### config.mk
export PLATFORM = sky130hd
export DESIGN_NAME = instr_fetch_flat
export DESIGN_NICKNAME = d
export VERILOG_FILES = /design/src/rtl/instr_fetch_if.sv /design/src/rtl/instr_fetch.sv /design/src/flat_wrapper.sv
export SDC_FILE = /design/constraint.sdc
export NUM_CORES = 1
export LEC_CHECK = 0
export ABC_AREA = 1
export CAP_MARGIN = 20
export CORE_MARGIN = 3
export CORE_UTILIZATION = 55
export DETAILED_ROUTE_END_ITERATION = 8
export PLACE_DENSITY = 0.84
export SETUP_SLACK_MARGIN = 0.05
export SYNTH_ARGS = -nofsm -noshare
export SYNTH_HDL_FRONTEND = slang
export SYNTH_SLANG_ARGS = --single-unit
### constraint.sdc
create_clock -name clk -period 3.18 [get_ports clk]
set_input_delay 0.636 -clock clk [delete_from_list [all_inputs] [get_ports clk]]
set_output_delay 0.636 -clock clk [all_outputs]
set_load 0.005 [all_outputs]
### src/rtl/instr_fetch_if.sv
// Bus bundle between the fetch unit, instruction memory and the decode stage.
// The fetch unit is the master; memory/decode (or a bench) sit on the slave side.
interface instr_fetch_if #(
    parameter int N  = 16,
    parameter int AW = 8
);
    logic          imem_req;
    logic [AW-1:0] imem_addr;
    logic          imem_ack;
    logic [N-1:0]  imem_rdata;
    logic          redirect;
    logic [AW-1:0] redirect_pc;
    logic          issue_valid;
    logic          issue_ready;
    logic [N-1:0]  issue_instr;
    logic [2:0]    issue_op;
    logic [AW-1:0] issue_pc;

    modport master (
        output imem_req, imem_addr,
        input  imem_ack, imem_rdata,
        input  redirect, redirect_pc,
        output issue_valid,
        input  issue_ready,
        output issue_instr, issue_op, issue_pc
    );

    modport slave (
        input  imem_req, imem_addr,
        output imem_ack, imem_rdata,
        output redirect, redirect_pc,
        input  issue_valid,
        output issue_ready,
        input  issue_instr, issue_op, issue_pc
    );
endinterface

### src/rtl/instr_fetch.sv
// Instruction fetch unit: single-outstanding imem requests, 2-entry issue buffer,
// redirect with flush. All outputs come straight from registers.
module instr_fetch #(
    parameter int            N        = 16,
    parameter int            AW       = 8,
    parameter logic [AW-1:0] RESET_PC = '0
) (
    input  logic              clk,
    input  logic              reset_n,
    instr_fetch_if.master     bus
);
    typedef enum logic [1:0] {
        ST_IDLE    = 2'd0,
        ST_FETCH   = 2'd1,
        ST_DISCARD = 2'd2
    } state_e;

    state_e        state_q, state_d;
    logic [AW-1:0] pc_q, pc_d;
    logic [1:0]    count_q, count_d;
    logic          req_q, req_d;
    logic [AW-1:0] addr_q, addr_d;
    logic          valid_q, valid_d;
    logic [N-1:0]  e0_instr_q, e0_instr_d, e1_instr_q, e1_instr_d;
    logic [AW-1:0] e0_pc_q, e0_pc_d, e1_pc_q, e1_pc_d;

    logic pop_s;
    logic push_s;
    logic push_slot1_s;

    assign pop_s  = valid_q & bus.issue_ready;
    // An ack is only kept when it answers a live FETCH and no redirect overrides it.
    assign push_s = (state_q == ST_FETCH) & bus.imem_ack & ~bus.redirect;
    assign push_slot1_s = (count_q == 2'd2) | ((count_q == 2'd1) & ~pop_s);

    // PC and occupancy next-state
    always_comb begin
        pc_d    = pc_q;
        count_d = count_q;
        if (bus.redirect) begin
            pc_d    = bus.redirect_pc;
            count_d = 2'd0;
        end else begin
            count_d = count_q - {1'b0, pop_s} + {1'b0, push_s};
            if (push_s) begin
                pc_d = pc_q + AW'(1);
            end else begin
                pc_d = pc_q;
            end
        end
    end

    // Buffer entries: entry 0 is the head, entry 1 shifts forward on a pop
    always_comb begin
        e0_instr_d = e0_instr_q;
        e0_pc_d    = e0_pc_q;
        e1_instr_d = e1_instr_q;
        e1_pc_d    = e1_pc_q;
        if (!bus.redirect) begin
            if (pop_s && (count_q == 2'd2)) begin
                e0_instr_d = e1_instr_q;
                e0_pc_d    = e1_pc_q;
            end else begin
                e0_instr_d = e0_instr_q;
                e0_pc_d    = e0_pc_q;
            end
            if (push_s && push_slot1_s) begin
                e1_instr_d = bus.imem_rdata;
                e1_pc_d    = pc_q;
            end else if (push_s) begin
                e0_instr_d = bus.imem_rdata;
                e0_pc_d    = pc_q;
            end else begin
                e1_instr_d = e1_instr_q;
            end
        end else begin
            e0_instr_d = e0_instr_q;
        end
    end

    // FSM next-state
    always_comb begin
        state_d = state_q;
        case (state_q)
            ST_IDLE: begin
                if (bus.redirect || (count_d < 2'd2)) begin
                    state_d = ST_FETCH;
                end else begin
                    state_d = ST_IDLE;
                end
            end
            ST_FETCH: begin
                if (bus.redirect) begin
                    state_d = bus.imem_ack ? ST_FETCH : ST_DISCARD;
                end else if (bus.imem_ack) begin
                    state_d = (count_d < 2'd2) ? ST_FETCH : ST_IDLE;
                end else begin
                    state_d = ST_FETCH;
                end
            end
            ST_DISCARD: begin
                if (bus.imem_ack) begin
                    state_d = ST_FETCH;
                end else begin
                    state_d = ST_DISCARD;
                end
            end
            default: state_d = ST_IDLE;
        endcase
    end

    // FSM outputs: a DISCARD keeps presenting the stale address until its ack
    always_comb begin
        req_d   = (state_d != ST_IDLE);
        valid_d = (count_d != 2'd0);
        if (state_d == ST_FETCH) begin
            addr_d = pc_d;
        end else begin
            addr_d = addr_q;
        end
    end

    // FSM state register
    always_ff @(posedge clk or negedge reset_n) begin
        if (!reset_n) begin
            state_q <= ST_IDLE;
        end else begin
            state_q <= state_d;
        end
    end

    // Datapath and output registers
    always_ff @(posedge clk or negedge reset_n) begin
        if (!reset_n) begin
            pc_q       <= RESET_PC;
            count_q    <= 2'd0;
            req_q      <= 1'b0;
            addr_q     <= RESET_PC;
            valid_q    <= 1'b0;
            e0_instr_q <= '0;
            e0_pc_q    <= '0;
            e1_instr_q <= '0;
            e1_pc_q    <= '0;
        end else begin
            pc_q       <= pc_d;
            count_q    <= count_d;
            req_q      <= req_d;
            addr_q     <= addr_d;
            valid_q    <= valid_d;
            e0_instr_q <= e0_instr_d;
            e0_pc_q    <= e0_pc_d;
            e1_instr_q <= e1_instr_d;
            e1_pc_q    <= e1_pc_d;
        end
    end

    assign bus.imem_req    = req_q;
    assign bus.imem_addr   = addr_q;
    assign bus.issue_valid = valid_q;
    assign bus.issue_instr = e0_instr_q;
    assign bus.issue_op    = e0_instr_q[N-1:N-3];
    assign bus.issue_pc    = e0_pc_q;

endmodule

### src/flat_wrapper.sv
// flat-port wrapper written by rule: the top's interface ports become plain ports
module instr_fetch_flat 
#(
    parameter int            N        = 16,
    parameter int            AW       = 8,
    parameter logic [AW-1:0] RESET_PC = '0
)
  (clk, reset_n, bus_imem_req, bus_imem_addr, bus_imem_ack, bus_imem_rdata, bus_redirect, bus_redirect_pc, bus_issue_valid, bus_issue_ready, bus_issue_instr, bus_issue_op, bus_issue_pc);
  instr_fetch_if #(.N(N), .AW(AW)) bus_i ();
  input  logic clk;
  input  logic reset_n;
  output wire logic [$bits(bus_i.imem_req)-1:0] bus_imem_req;
  output wire logic [$bits(bus_i.imem_addr)-1:0] bus_imem_addr;
  input wire logic [$bits(bus_i.imem_ack)-1:0] bus_imem_ack;
  input wire logic [$bits(bus_i.imem_rdata)-1:0] bus_imem_rdata;
  input wire logic [$bits(bus_i.redirect)-1:0] bus_redirect;
  input wire logic [$bits(bus_i.redirect_pc)-1:0] bus_redirect_pc;
  output wire logic [$bits(bus_i.issue_valid)-1:0] bus_issue_valid;
  input wire logic [$bits(bus_i.issue_ready)-1:0] bus_issue_ready;
  output wire logic [$bits(bus_i.issue_instr)-1:0] bus_issue_instr;
  output wire logic [$bits(bus_i.issue_op)-1:0] bus_issue_op;
  output wire logic [$bits(bus_i.issue_pc)-1:0] bus_issue_pc;
  assign bus_imem_req = bus_i.imem_req;
  assign bus_imem_addr = bus_i.imem_addr;
  assign bus_i.imem_ack = bus_imem_ack;
  assign bus_i.imem_rdata = bus_imem_rdata;
  assign bus_i.redirect = bus_redirect;
  assign bus_i.redirect_pc = bus_redirect_pc;
  assign bus_issue_valid = bus_i.issue_valid;
  assign bus_i.issue_ready = bus_issue_ready;
  assign bus_issue_instr = bus_i.issue_instr;
  assign bus_issue_op = bus_i.issue_op;
  assign bus_issue_pc = bus_i.issue_pc;
  instr_fetch #(.N(N), .AW(AW), .RESET_PC(RESET_PC)) u_core (.clk(clk), .reset_n(reset_n), .bus(bus_i));
endmodule
# == Word level (Yosys, flattened, before mapping) ==
# Index checks and enable logic that the tools add are counted.
# totals
reg_bits,70
in_bits,29
# classes
n_addsub,3
n_lt_le_gt_ge,1
eq_ne,5
muxes,15
n_bitwise,7
reduce_logical,7
# ops
op,n
2-to-1 mux 16 bit,3
2-to-1 mux 8 bit,5
adder 8 x 1 -> 8 bit (second input constant),1
2-to-1 mux 2 bit,4
equality test 2 x 1 -> 1 bit (second input constant),3
case mux 2 bit (3 select lines),1
AND 1 bit,4
equality test 2 bit (second input constant),2
nonzero test 2 bit,2
adder 2 x 1 -> 2 bit,1
logical AND 1 bit,2
zero test 2 bit,1
less-than comparator 2 bit (second input constant),1
2-to-1 mux 1 bit,2
inverter 1 bit,2
AND reduction 2 bit,1
subtractor 2 x 1 -> 2 bit,1
logical OR 1 bit,1
bitwise OR 1 bit,1

# == Logic depth before layout (Yosys ltp) ==
# Gate-level depths: netlist of the first run.
# logic_depth
ltp_word,11
depth_mapped,12
ltp_nobuf,12

# == Worst setup path after synthesis of the first run ==
# No wires, ideal clock.
# synth_path
kind,input -> register
from,input port bus_issue_ready
to,"register u_core.req_q, in the netlist u_core.bus.imem_req"
setup_time_ns,0.127
arrival_time_ns,1.996
path_slack_ns,1.056
stages,11
path_cell_list,nand2_1 > inv_1 > ha_1 > inv_1 > ha_1 > inv_1 > nand2_1 > nand4_1 > nand2_2 > nand2_4 > or2_2
# synth_via
elab_chain_cells,10
word_cells_on_any_way,12
classes_between,add/sub (2); order compare (1); mux (6); bitwise (1); reduce/logical (2)
# synth_rtl
item,line,text
"start, declared",flat_wrapper.sv:19,input wire logic [$bits(bus_i.issue_ready)-1:0] bus_issue_ready;
AND 1 bit *,instr_fetch.sv:31,assign pop_s = valid_q & bus.issue_ready;
subtractor 2 x 1 -> 2 bit *,instr_fetch.sv:44,"count_d = count_q - {1'b0, pop_s} + {1'b0, push_s};"
adder 2 x 1 -> 2 bit *,instr_fetch.sv:44,
2-to-1 mux 2 bit *,instr_fetch.sv:40,if (bus.redirect) begin
less-than comparator 2 bit *,"instr_fetch.sv:86, instr_fetch.sv:96",
2-to-1 mux 1 bit,instr_fetch.sv:96,state_d = (count_d < 2'd2) ? ST_FETCH : ST_IDLE;
2-to-1 mux 2 bit,instr_fetch.sv:95,end else if (bus.imem_ack) begin
2-to-1 mux 2 bit,instr_fetch.sv:93,if (bus.redirect) begin
case mux 2 bit (3 select lines) *,instr_fetch.sv:84,case (state_q)
via u_core.state_d[0],instr_fetch.sv:18,"state_e state_q, state_d;"
nonzero test 2 bit *,instr_fetch.sv:114,req_d = (state_d != ST_IDLE);
via u_core.req_d,instr_fetch.sv:21,"logic req_q, req_d;"
"end signal, assigned",instr_fetch.sv:147,req_q <= req_d;
"end, declared",instr_fetch.sv:21,
# Mark *: on every way through the listed nets, which the timed path passes. The rest lies on a longest branch.
# A chain may end at the register's enable or synchronous reset.

# == Worst setup path in the final report of the first run ==
# layout_path
from,input port bus_imem_ack
to,"register u_core.req_q, in the netlist u_core.bus.imem_req"
# layout_via
elab_chain_cells,10
word_cells_on_any_way,13
classes_between,add/sub (1); order compare (1); mux (7); bitwise (2); reduce/logical (2)
# layout_rtl
item,line,text
"start, declared",flat_wrapper.sv:14,input wire logic [$bits(bus_i.imem_ack)-1:0] bus_imem_ack;
AND 1 bit (2 in a row),instr_fetch.sv:33,assign push_s = (state_q == ST_FETCH) & bus.imem_ack & ~bus.redirect;
adder 2 x 1 -> 2 bit,instr_fetch.sv:44,
2-to-1 mux 2 bit,instr_fetch.sv:40,
less-than comparator 2 bit,"instr_fetch.sv:86, instr_fetch.sv:96",
2-to-1 mux 1 bit,instr_fetch.sv:96,
2-to-1 mux 2 bit,instr_fetch.sv:95,
2-to-1 mux 2 bit,instr_fetch.sv:93,
case mux 2 bit (3 select lines) *,instr_fetch.sv:84,
via u_core.state_d[0],instr_fetch.sv:18,
nonzero test 2 bit *,instr_fetch.sv:114,
via u_core.req_d,instr_fetch.sv:21,
# Marks and branches as above.

==> metrics.txt, run 1 <==
IO Count 66; Max-Cap Viols 0; global-route wire length before repair 13.2 mm; starting density of the core 58.9%; period utilisation layout 76.7%; Fin Hold WS 391 ps; Cells after DPL 506; Clock Skews 5.56 ps; setup TNS 0 ps; CP endpoint u_core.bus.imem_req; CTS max path bufs 2; Post-Layout Cell Count 521; Met2 Wirelength 3.69 mm; Mapped Area 0.00334 mm²; static leakage 0.00202 µW; metal3 WL 422 µm; Via density 5.43; RR Startpoint u_core.state_q[1]; Clock Latency Late Sink 340 ps; Die Ht 83.9 µm; final core utilization 74.6%; Worst setup EP type register; crit start category primary input; share of post-route cells with drive strength above 1 11.8%; worst-margin pin slew 843 ps; status complete, no violations; unrepaired setup endpoints after global routing false; wire length on met1 3.36 mm; Clock Sink Count 70; hold bufs inserted after CTS 0; final hold viol count 0; Tot Pwr 3710 µW; critical path class in2reg; final setup vio count 0; Iteration-0 DRC Markers 225; CP Data Arrival Time 2670 ps; post-route ant nets 0; DRC viols 0; full die area 0.00705 mm²; most frequent cells in the layout nand2_1 (102), dfrtp_1 (70), clkdlybuf4s50_1 (64); Syn Area/Cell 8.77 µm²; initial antenna violation count 0; postcts setup bufs 0; crit path from bus_imem_ack; power density over the cells 877 mW/mm²; clock slew at reported path FFs 70 ps; post-CTS sizing 0; vias in the first global route 2829; Final Net Count 477; synth warn 0; ANT cells 0; drt pass-1 iters 4; area grow syn2layout 26.8%; top sig layer met4; H-tree Lvls 3; Wirelength per Cell 14.5 µm; register bit total from synthesis 70; gr usage total 23.2%; RR Endpoint u_core.bus.imem_req; Post-Syn Nets 413; Std-Cell Rows 27; largest net degree at the start of global routing 39; clk root buf clkbuf_8; grt ovf 0; R2R Setup Slk 1100 ps; Inserted Clock Buffers 9; post-synthesis sequential area ratio 52.4%; Die Wd 83.9 µm; Slew Viols, Final 0; critical path data required time 3410 ps; Synth cell types 33; Final min period 2440 ps; number of I/O port buffers 65; worst-path maximum fanout 12; Cells after Synth 381; most common cell after layout, fill and taps aside nand2_1; Routed WL 7.57 mm; CTS tree built; Max IR drop VDD 0.436 mV; Hold Path Class in2async; Max transition margin 43.8%; routability cong. 0.846; fmax 410 MHz; worst r2r path cells 10; vias 2827; CORE AREA 0.00568 mm²; hpwl dp 5.26 mm
-- power by group --
part | leakage, µW | total, µW | switching [µW] | internal (µW)
Sequential | 0.000849 | 1530 | 251 | 1270
Clock | 0.000109 | 806 | 326 | 481
Combinational | 0.00106 | 1380 | 645 | 737
Total | 0.00202 | 3710 | 1220 | 2490
-- worst max-delay path, cell delays in order --
cell,delay (ps)
clkdlybuf4s50_1,550
nand3_2,140
nor2_4,280
ha_1,230
inv_1,40
nand2_1,90
nand4_1,110
nand2_2,200
nand2_4,120
or2_2,290
-- layer usage --
| layer | up-vias | GRT usage (%) |
|---|---|---|
| met4 | 0 | 8.77 |
| met5 | - | 0 |
| li1 | 1374 | - |
| met1 | 1339 | 29.4 |
| met2 | 104 | 39.9 |
| met3 | 10 | 3.85 |
-- worst min-delay path by stage --
stage / start / to / slack [ps] / cells past startpoint
finish: reset_n / u_core.bus.issue_instr[10] / 390 / 1
floorplan: reset_n / u_core.bus.imem_addr[0] / 340 / 0
detailed placement: u_core.e1_instr_q[0] / u_core.e1_instr_q[0] / 480 / 2
global route: reset_n / u_core.bus.issue_instr[10] / 470 / 1
global placement: u_core.e1_pc_q[7] / u_core.e1_pc_q[7] / 470 / 2
CTS: reset_n / u_core.bus.issue_instr[10] / 420 / 1
-- layout make-up --
cell class              count  area (µm²)
inverters                  37         139
clock buffers              12         155
well taps                  72        90.1
flip-flops and latches     70        1750
repair buffers             71         703
clock inverters             3        67.6
fillers                   420        1440
multi-input cells         256        1330
-- stage by stage --
| stage | cell area (µm²) | setup WS [ps] |
|---|---|---|
| 4_1_cts | 4240 | 748 |
| 5_1_grt | 4240 | 546 |
| 6_report | 4240 | 741 |
| 3_5_place_dp | 4010 | 383 |
| 3_3_place_gp | 4010 | 461 |
| 2_1_floorplan | 3340 | 1060 |
-- flip-flops by register name (all words and copies together) (netlist names), 2 cells and up --
register	flops
u_core.count_q	2
u_core.bus.imem_addr	8
u_core.e1_pc_q	8
u_core.e1_instr_q	16
u_core.bus.issue_instr	16
u_core.state_q	2
u_core.pc_q	8
u_core.bus.issue_pc	8
-- Yosys cell counts (all sizes together) --
cell | n | area (µm²)
nand4 | 5 | 31.3
xor2 | 1 | 8.76
nor2 | 30 | 128
o22ai | 5 | 31.3
a211oi | 1 | 7.51
nand3b | 1 | 7.51
o21ai | 30 | 188
a21oi | 10 | 50.1
xnor2 | 1 | 8.76
nand2 | 108 | 435
dfrtp | 70 | 1750
a22oi | 5 | 37.5
inv | 37 | 139
buf | 15 | 110
o31ai | 1 | 7.51
mux2 | 6 | 67.6
ha | 3 | 37.5
nand3 | 33 | 170
nor3 | 7 | 46.3
o211ai | 8 | 60.1
clkbuf | 3 | 11.3
or2 | 1 | 6.26
-- kinds of logic (layout without fill, tap and decap cells) --
family / count (synthesis) / in the layout / synth area share (%)
AOI/OAI and AO/OA: 60 / 60 / 11.4
DFF: 70 / 70 / 52.4
xor gates and xnor gates: 2 / 2 / 0.524
and+or+nand+nor: 185 / 185 / 24.7
adders and majority gates: 3 / 3 / 1.12
muxes: 6 / 6 / 2.02
buffers and inverters: 55 / 123 / 7.79
Power figures use the tool's default switching activity.
==> run 2, diff against run 1 <==
--- a/config.mk
+++ b/config.mk
@@ -8,9 +8,9 @@
 export ABC_AREA = 1
 export CAP_MARGIN = 20
 export CORE_MARGIN = 3
-export CORE_UTILIZATION = 55
+export CORE_UTILIZATION = 47
 export DETAILED_ROUTE_END_ITERATION = 8
-export PLACE_DENSITY = 0.84
+export PLACE_DENSITY = 0.77
 export SETUP_SLACK_MARGIN = 0.05
 export SYNTH_ARGS = -nofsm -noshare
 export SYNTH_HDL_FRONTEND = slang
==> constraint.sdc (replaced) <==
create_clock -name clk -period 2.1 [get_ports clk]
set_input_delay 0.42 -clock clk [delete_from_list [all_inputs] [get_ports clk]]
set_output_delay 0.42 -clock clk [all_outputs]
set_load 0.005 [all_outputs]
==> run 2 against run 1 <==
Net effect: flip-flop and latch count unchanged; combinational power rose by 59%; wire length is 0.40% lower; highest routed layer unchanged; first-iteration DRC count down 24%; non-clock buffer count is 16 higher; power rose by 53%; sequential power up 51%; final area increased by 3.9%; die area increased by 16%; worst hold slack better by 93 ps; setup slack got worse by 530 ps; largest power group unchanged; via count grew 1.0%.
==> metrics.txt, run 2 (same netlist as run 1, synthesis figures left out) <==
switching power 1850 µW (was 1220 µW); global-route wire length before repair 13.3 mm (was 13.2 mm); share of post-route cells with drive strength above 1 15.2% (was 11.8%); clk root buf clkbuf_8 (unchanged); Clock Power Share 20.9% (was 21.7%); Inserted Clock Buffers 9 (unchanged); Routed WL 7.54 mm (was 7.57 mm); ANT cells 0 (unchanged); most common cell after layout, fill and taps aside nand2_1 (unchanged); CTS tree built (unchanged); final hold viol count 0 (unchanged); Buf+Inv Stages, Crit Path 5 (was 2); worst-path maximum fanout 9 (was 12); worst-margin pin slew 412 ps (was 843 ps); postcts setup bufs 0 (unchanged); area post-placement 0.00417 mm² (was 0.00401 mm²); worst r2r path cells 12 (was 10); Clock Latency Late Sink 350 ps (was 340 ps); clock slew at reported path FFs 80 ps (was 70 ps); Hold Path Class in2async (unchanged); Cells after DPL 545 (was 506); WP depth 14 (was 10); Final min period 1890 ps; Std-Cell Rows 30 (was 27); final core utilization 64.4% (was 74.6%); Slew Viols, Final 0 (unchanged); post-route ant nets 0 (unchanged); critical path data required time 2340 ps (was 3410 ps); Iteration-0 DRC Markers 172 (was 225); Die Ht 90.3 µm (was 83.9 µm); Clock Skews 12.2 ps (was 5.56 ps); drt pass-1 iters 4 (unchanged); Via density 5.08 (was 5.43); initial antenna violation count 0 (unchanged); fmax 529 MHz; vias 2856 (was 2827); Clock Sink Count 70 (unchanged); power density over the cells 1290 mW/mm² (was 877 mW/mm²); setup TNS 0 ps (unchanged); area grow syn2layout 31.7% (was 26.8%); Worst path slowest cell clkdlybuf4s50_1 (unchanged); H-tree Lvls 3 (unchanged); sequential share of power 40.6% (was 41.1%); starting density of the core 48.9% (was 58.9%); critical path class in2reg (unchanged); worst stage delay on the critical path 460 ps (was 550 ps); Wirelength per Cell 13.4 µm (was 14.5 µm); Final Net Count 493 (was 477); Die Wd 90.3 µm (was 83.9 µm); Logic pwr share 38.5% (was 37.2%); most frequent cells in the layout nand2_1 (100), dfrtp_1 (70), clkdlybuf4s50_1 (64) (was nand2_1 (102), dfrtp_1 (70), clkdlybuf4s50_1 (64)); Max-Cap Viols 0 (unchanged); Worst setup EP type register (unchanged); CP Data Arrival Time 2130 ps (was 2670 ps); static leakage 0.00210 µW (was 0.00202 µW); final setup vio count 0 (unchanged); routability cong. 0.796 (was 0.846); Max IR drop VDD 0.598 mV (was 0.436 mV); crit-path cells clkdlybuf4s50_1 > nand2_1 > inv_1 > ha_1 > inv_1 > ha_2 > inv_1 > nand2_2 > nand4_1 > nand2_2 > nand2_4 > buf_4 > nand2_1 > nand2_1 (was clkdlybuf4s50_1 > nand3_2 > nor2_4 > ha_1 > inv_1 > nand2_1 > nand4_1 > nand2_2 > nand2_4 > or2_2); hpwl dp 5.14 mm (was 5.26 mm); IO Count 66 (unchanged); full die area 0.00816 mm² (was 0.00705 mm²); sw frac 32.6% (was 32.9%); DRC viols 0 (unchanged); period utilisation layout 90.0%; Crit path max-delay family buffers and inverters (was simple AND/OR/NAND/NOR gates); unrepaired setup endpoints after global routing false (unchanged); Max transition margin 72.5% (was 43.8%); CTS max path bufs 2 (unchanged); status complete, no violations (unchanged); vias in the first global route 2868 (was 2829); largest net degree at the start of global routing 61 (was 39); number of I/O port buffers 65 (unchanged); Final Instance Area 0.00440 mm² (was 0.00424 mm²); total internal power 3830 µW (was 2490 µW); crit start category primary input (unchanged); gr usage total 19.9% (was 23.2%); grt ovf 0 (unchanged); CORE AREA 0.00683 mm² (was 0.00568 mm²); Post-Layout Cell Count 562 (was 521); Tot Pwr 5690 µW (was 3710 µW)
## run 2: power groups by stage
stage	Combinational, µW	Clock, µW	Sequential, µW
6_report	2190	1190	2310
4_1_cts	2210	1210	2310
3_5_place_dp	2210	0	2310
5_1_grt	2450	1290	2390
2_1_floorplan	1150	0	2290
3_3_place_gp	2130	0	2300
## run 2: final timing paths
check	from	endpoint	slack (ps)
max in group asynchronous	reset_n	u_core.bus.issue_valid	1020
setup / recovery	bus_issue_ready	u_core.bus.imem_addr[0]	210
setup reg to reg	u_core.count_q[0]	u_core.bus.imem_addr[0]	280
min in group clk	u_core.e1_pc_q[1]	u_core.e1_pc_q[1]	490
hold reg to reg	u_core.e1_pc_q[1]	u_core.e1_pc_q[1]	490
hold / removal	reset_n	u_core.bus.issue_instr[11]	480
## run 2: metrics by stage
| step | setup WS [ps] | hold slack (ps) |
|---|---|---|
| after floorplan | 192 | 124 |
| after global placement | -102 | 303 |
| after detailed placement | -155 | 311 |
| after CTS | 209 | 476 |
| after global routing | 55.1 | 506 |
| final | 210 | 484 |
## run 2: worst register-to-register path: stages (launching register included)
cell and delay (ps):
dfrtp_1 440, inv_1 70, ha_1 290, inv_1 60
ha_2 180, inv_1 50, nand2_2 70, nand4_1 90
nand2_2 120, nand2_4 50, buf_4 160, nand2_1 70
nand2_1 60
## run 2: area by class of cell
type                            count  area (µm²)
Tap cell                           96         120
Sequential cell                    70        1750
Clock inverter                      4        70.1
Timing Repair Buffer               87         838
Clock buffer                       12         145
Fill cell                         589        2430
Multi-Input combinational cell    256        1340
Inverter                           37         139
## run 2: timing repair
item | 4_1_cts | 5_1_grt
hold endpoints to repair | 10 | 0
hold buffers | 1 | 0
gates resized for setup | 0 | 3
endpoints found under the setup margin | 0 | 3
## run 2: per-layer routing
metal / vias up / share of wire (%) / GRT usage (%)
met1: 1339 / 46 / 26.5
met4: 0 / 1.3 / 7.14
met3: 13 / 5.7 / 5.00
met2: 92 / 47 / 31.6
li1: 1412 / - / -
met5: - / 0 / 0
==> run 3, diff against run 2 <==
--- a/config.mk
+++ b/config.mk
@@ -10,7 +10,7 @@
 export CORE_MARGIN = 3
 export CORE_UTILIZATION = 47
 export DETAILED_ROUTE_END_ITERATION = 8
-export PLACE_DENSITY = 0.77
+export PLACE_DENSITY = 0.8
 export SETUP_SLACK_MARGIN = 0.05
 export SYNTH_ARGS = -nofsm -noshare
 export SYNTH_HDL_FRONTEND = slang
==> run 3 against run 2 <==
Net effect: sequential share of layout area is the same; cell count is 0.36% lower; critical path depth stayed put; combinational power about the same; flip-flop and latch count is the same; maximum frequency is 0.41% higher; non-clock buffer count fell by 2; die area stayed put; critical path type unchanged; largest cell class unchanged; largest power group unchanged.
==> metrics.txt, run 3 (same netlist as run 1, synthesis figures left out) <==
most common cell after layout, fill and taps aside nand2_1 (unchanged); Inserted Clock Buffers 9 (unchanged); starting density of the core 48.9% (unchanged); final hold viol count 0 (unchanged); CORE AREA 0.00683 mm² (unchanged); area grow syn2layout 31.7% (unchanged); CP Data Arrival Time 2110 ps (was 2130 ps); ANT cells 0 (unchanged); final setup vio count 0 (unchanged); number of I/O port buffers 65 (unchanged); CTS tree built (unchanged); fmax 531 MHz (was 529 MHz); Final min period 1880 ps (was 1890 ps); Max transition margin 72.0% (was 72.5%); post-route ant nets 0 (unchanged); Clock Latency Late Sink 340 ps (was 350 ps); Clock Skews 10.5 ps (was 12.2 ps); share of post-route cells with drive strength above 1 15.3% (was 15.2%); R2R Setup Slk 290 ps (was 280 ps); grt ovf 0 (unchanged); critical path data required time 2330 ps (was 2340 ps); Clock Sink Count 70 (unchanged); routability cong. 0.782 (was 0.796); setup TNS 0 ps (unchanged); H-tree Lvls 3 (unchanged); static leakage 0.00209 µW (was 0.00210 µW); CTS max path bufs 2 (unchanged); IO Count 66 (unchanged); GRT met3 Usage 4.42% (was 5.00%); vias 2866 (was 2856); gr usage total 20.5% (was 19.9%); power density over the cells 1310 mW/mm² (was 1290 mW/mm²); Hold Path Class in2async (unchanged); worst-path maximum fanout 9 (unchanged); Iteration-0 DRC Markers 205 (was 172); Wirelength per Cell 13.9 µm (was 13.4 µm); RR Startpoint u_core.count_q[0] (unchanged); Fin Hold WS 86.9 ps (was 484 ps); filler instances 576 (was 589); clk root buf clkbuf_8 (unchanged); Std-Cell Rows 30 (unchanged); Worst setup EP type register (unchanged); Final Net Count 491 (was 493); status complete, no violations (unchanged); initial antenna violation count 0 (unchanged); Cells after DPL 544 (was 545); postcts setup bufs 0 (unchanged); Via density 5.12 (was 5.08); Die Ht 90.3 µm (unchanged); Post-Layout Cell Count 560 (was 562); busiest grt layer met2 (unchanged); RR Endpoint u_core.bus.imem_addr[7] (was u_core.bus.imem_addr[0]); vias in the first global route 2881 (was 2868); Final Instance Area 0.00440 mm² (unchanged); largest net degree at the start of global routing 71 (was 61); worst r2r path cells 12 (unchanged); global-route wire length before repair 13.6 mm (was 13.3 mm); worst-margin pin slew 420 ps (was 412 ps); Slew Viols, Final 0 (unchanged); period utilisation layout 89.6% (was 90.0%); Max-Cap Viols 0 (unchanged); Routed WL 7.76 mm (was 7.54 mm); Die Wd 90.3 µm (unchanged); M2 GR Usage 32.4% (was 31.6%); area post-placement 0.00417 mm² (about the same); clock slew at reported path FFs 80 ps (about the same); critical path class in2reg (unchanged); Max IR drop VDD 0.700 mV (was 0.598 mV); hpwl dp 5.35 mm (was 5.14 mm); most frequent cells in the layout nand2_1 (101), dfrtp_1 (70), clkdlybuf4s50_1 (64) (was nand2_1 (100), dfrtp_1 (70), clkdlybuf4s50_1 (64)); crit start category primary input (unchanged); unrepaired setup endpoints after global routing false (unchanged); DRC viols 0 (unchanged); drt pass-1 iters 4 (unchanged); full die area 0.00816 mm² (unchanged); met1 Use GR 28.1% (was 26.5%)
-- run 3: changes by cell type in the layout (fill, tap and decap cells not counted) --
cell / previous run / this run
buf_12: 2 / 3
buf_4: 19 / 17
clkbuf_1: 2 / 0
clkinvlp_4: 0 / 2
dlygate4sd3_1: 1 / 0
nand2_1: 100 / 101
nand2_2: 5 / 4
-- run 3: worst max-delay path, cell delays in order --
cell and delay [ps]:
clkdlybuf4s50_1 450, nand2_1 60, inv_1 50, ha_1 210
inv_1 60, ha_2 170, inv_1 50, nand2_2 70
nand4_1 100, nand2_2 120, nand2_4 50, buf_4 150
nand2_1 70, nand2_1 60
-- run 3: how the worst max path moves through the flow --
stage / from / endpoint / slack, ps / cells past startpoint
floorplan: bus_issue_ready / u_core.bus.imem_req / 190 / 11
global placement: bus_issue_ready / u_core.bus.imem_req / -100 / 12
detailed placement: bus_issue_ready / u_core.bus.imem_addr[6] / -150 / 14
CTS: bus_issue_ready / u_core.bus.imem_addr[7] / 200 / 14
global route: bus_issue_ready / u_core.bus.imem_addr[7] / 60 / 14
finish: bus_issue_ready / u_core.bus.imem_addr[7] / 220 / 14
-- run 3: per-stage QoR --
stage | setup WS (ps) | util (%) | power, µW
finish | 218 | 64.4 | 5750
CTS | 200 | 64.3 | 5790
detailed placement | -149 | 61.1 | 4550
global placement | -96.8 | 61.1 | 4430
floorplan | 192 | - | 3440
global route | 63.6 | 64.4 | 6180
-- run 3: where the power goes --
| group | leakage [µW] | internal (µW) | switching, µW |
|---|---|---|---|
| clock network | 0.000108 | 697 | 520 |
| registers | 0.000849 | 1930 | 389 |
| logic | 0.00114 | 1210 | 1000 |
-- run 3: final cells by class --
type | count | area, µm² | area share (%)
flip-flops and latches | 70 | 1750 | 39.8
repair buffers | 85 | 833 | 18.9
clock buffers | 10 | 138 | 3.13
clock inverters | 6 | 85.1 | 1.93
well taps | 96 | 120 | 2.73
multi-input cells | 256 | 1330 | 30.3
inverters | 37 | 139 | 3.16
-- run 3: per-layer routing --
metal  vias up  wire length (µm)  part of all wire [%]
li1       1397                 -                     -
met5         -                 0                     0
met4         0               106                   1.4
met1      1377              3540                    46
met2        83              3710                    48
met3         9               406                   5.2
-- run 3: what timing repair did --
| item | CTS | global route |
|---|---|---|
| hold buffers | 0 | 0 |
| endpoints found under the hold margin | 0 | 0 |
| resized for setup | 0 | 2 |
| endpoints found under the setup margin | 0 | 2 |
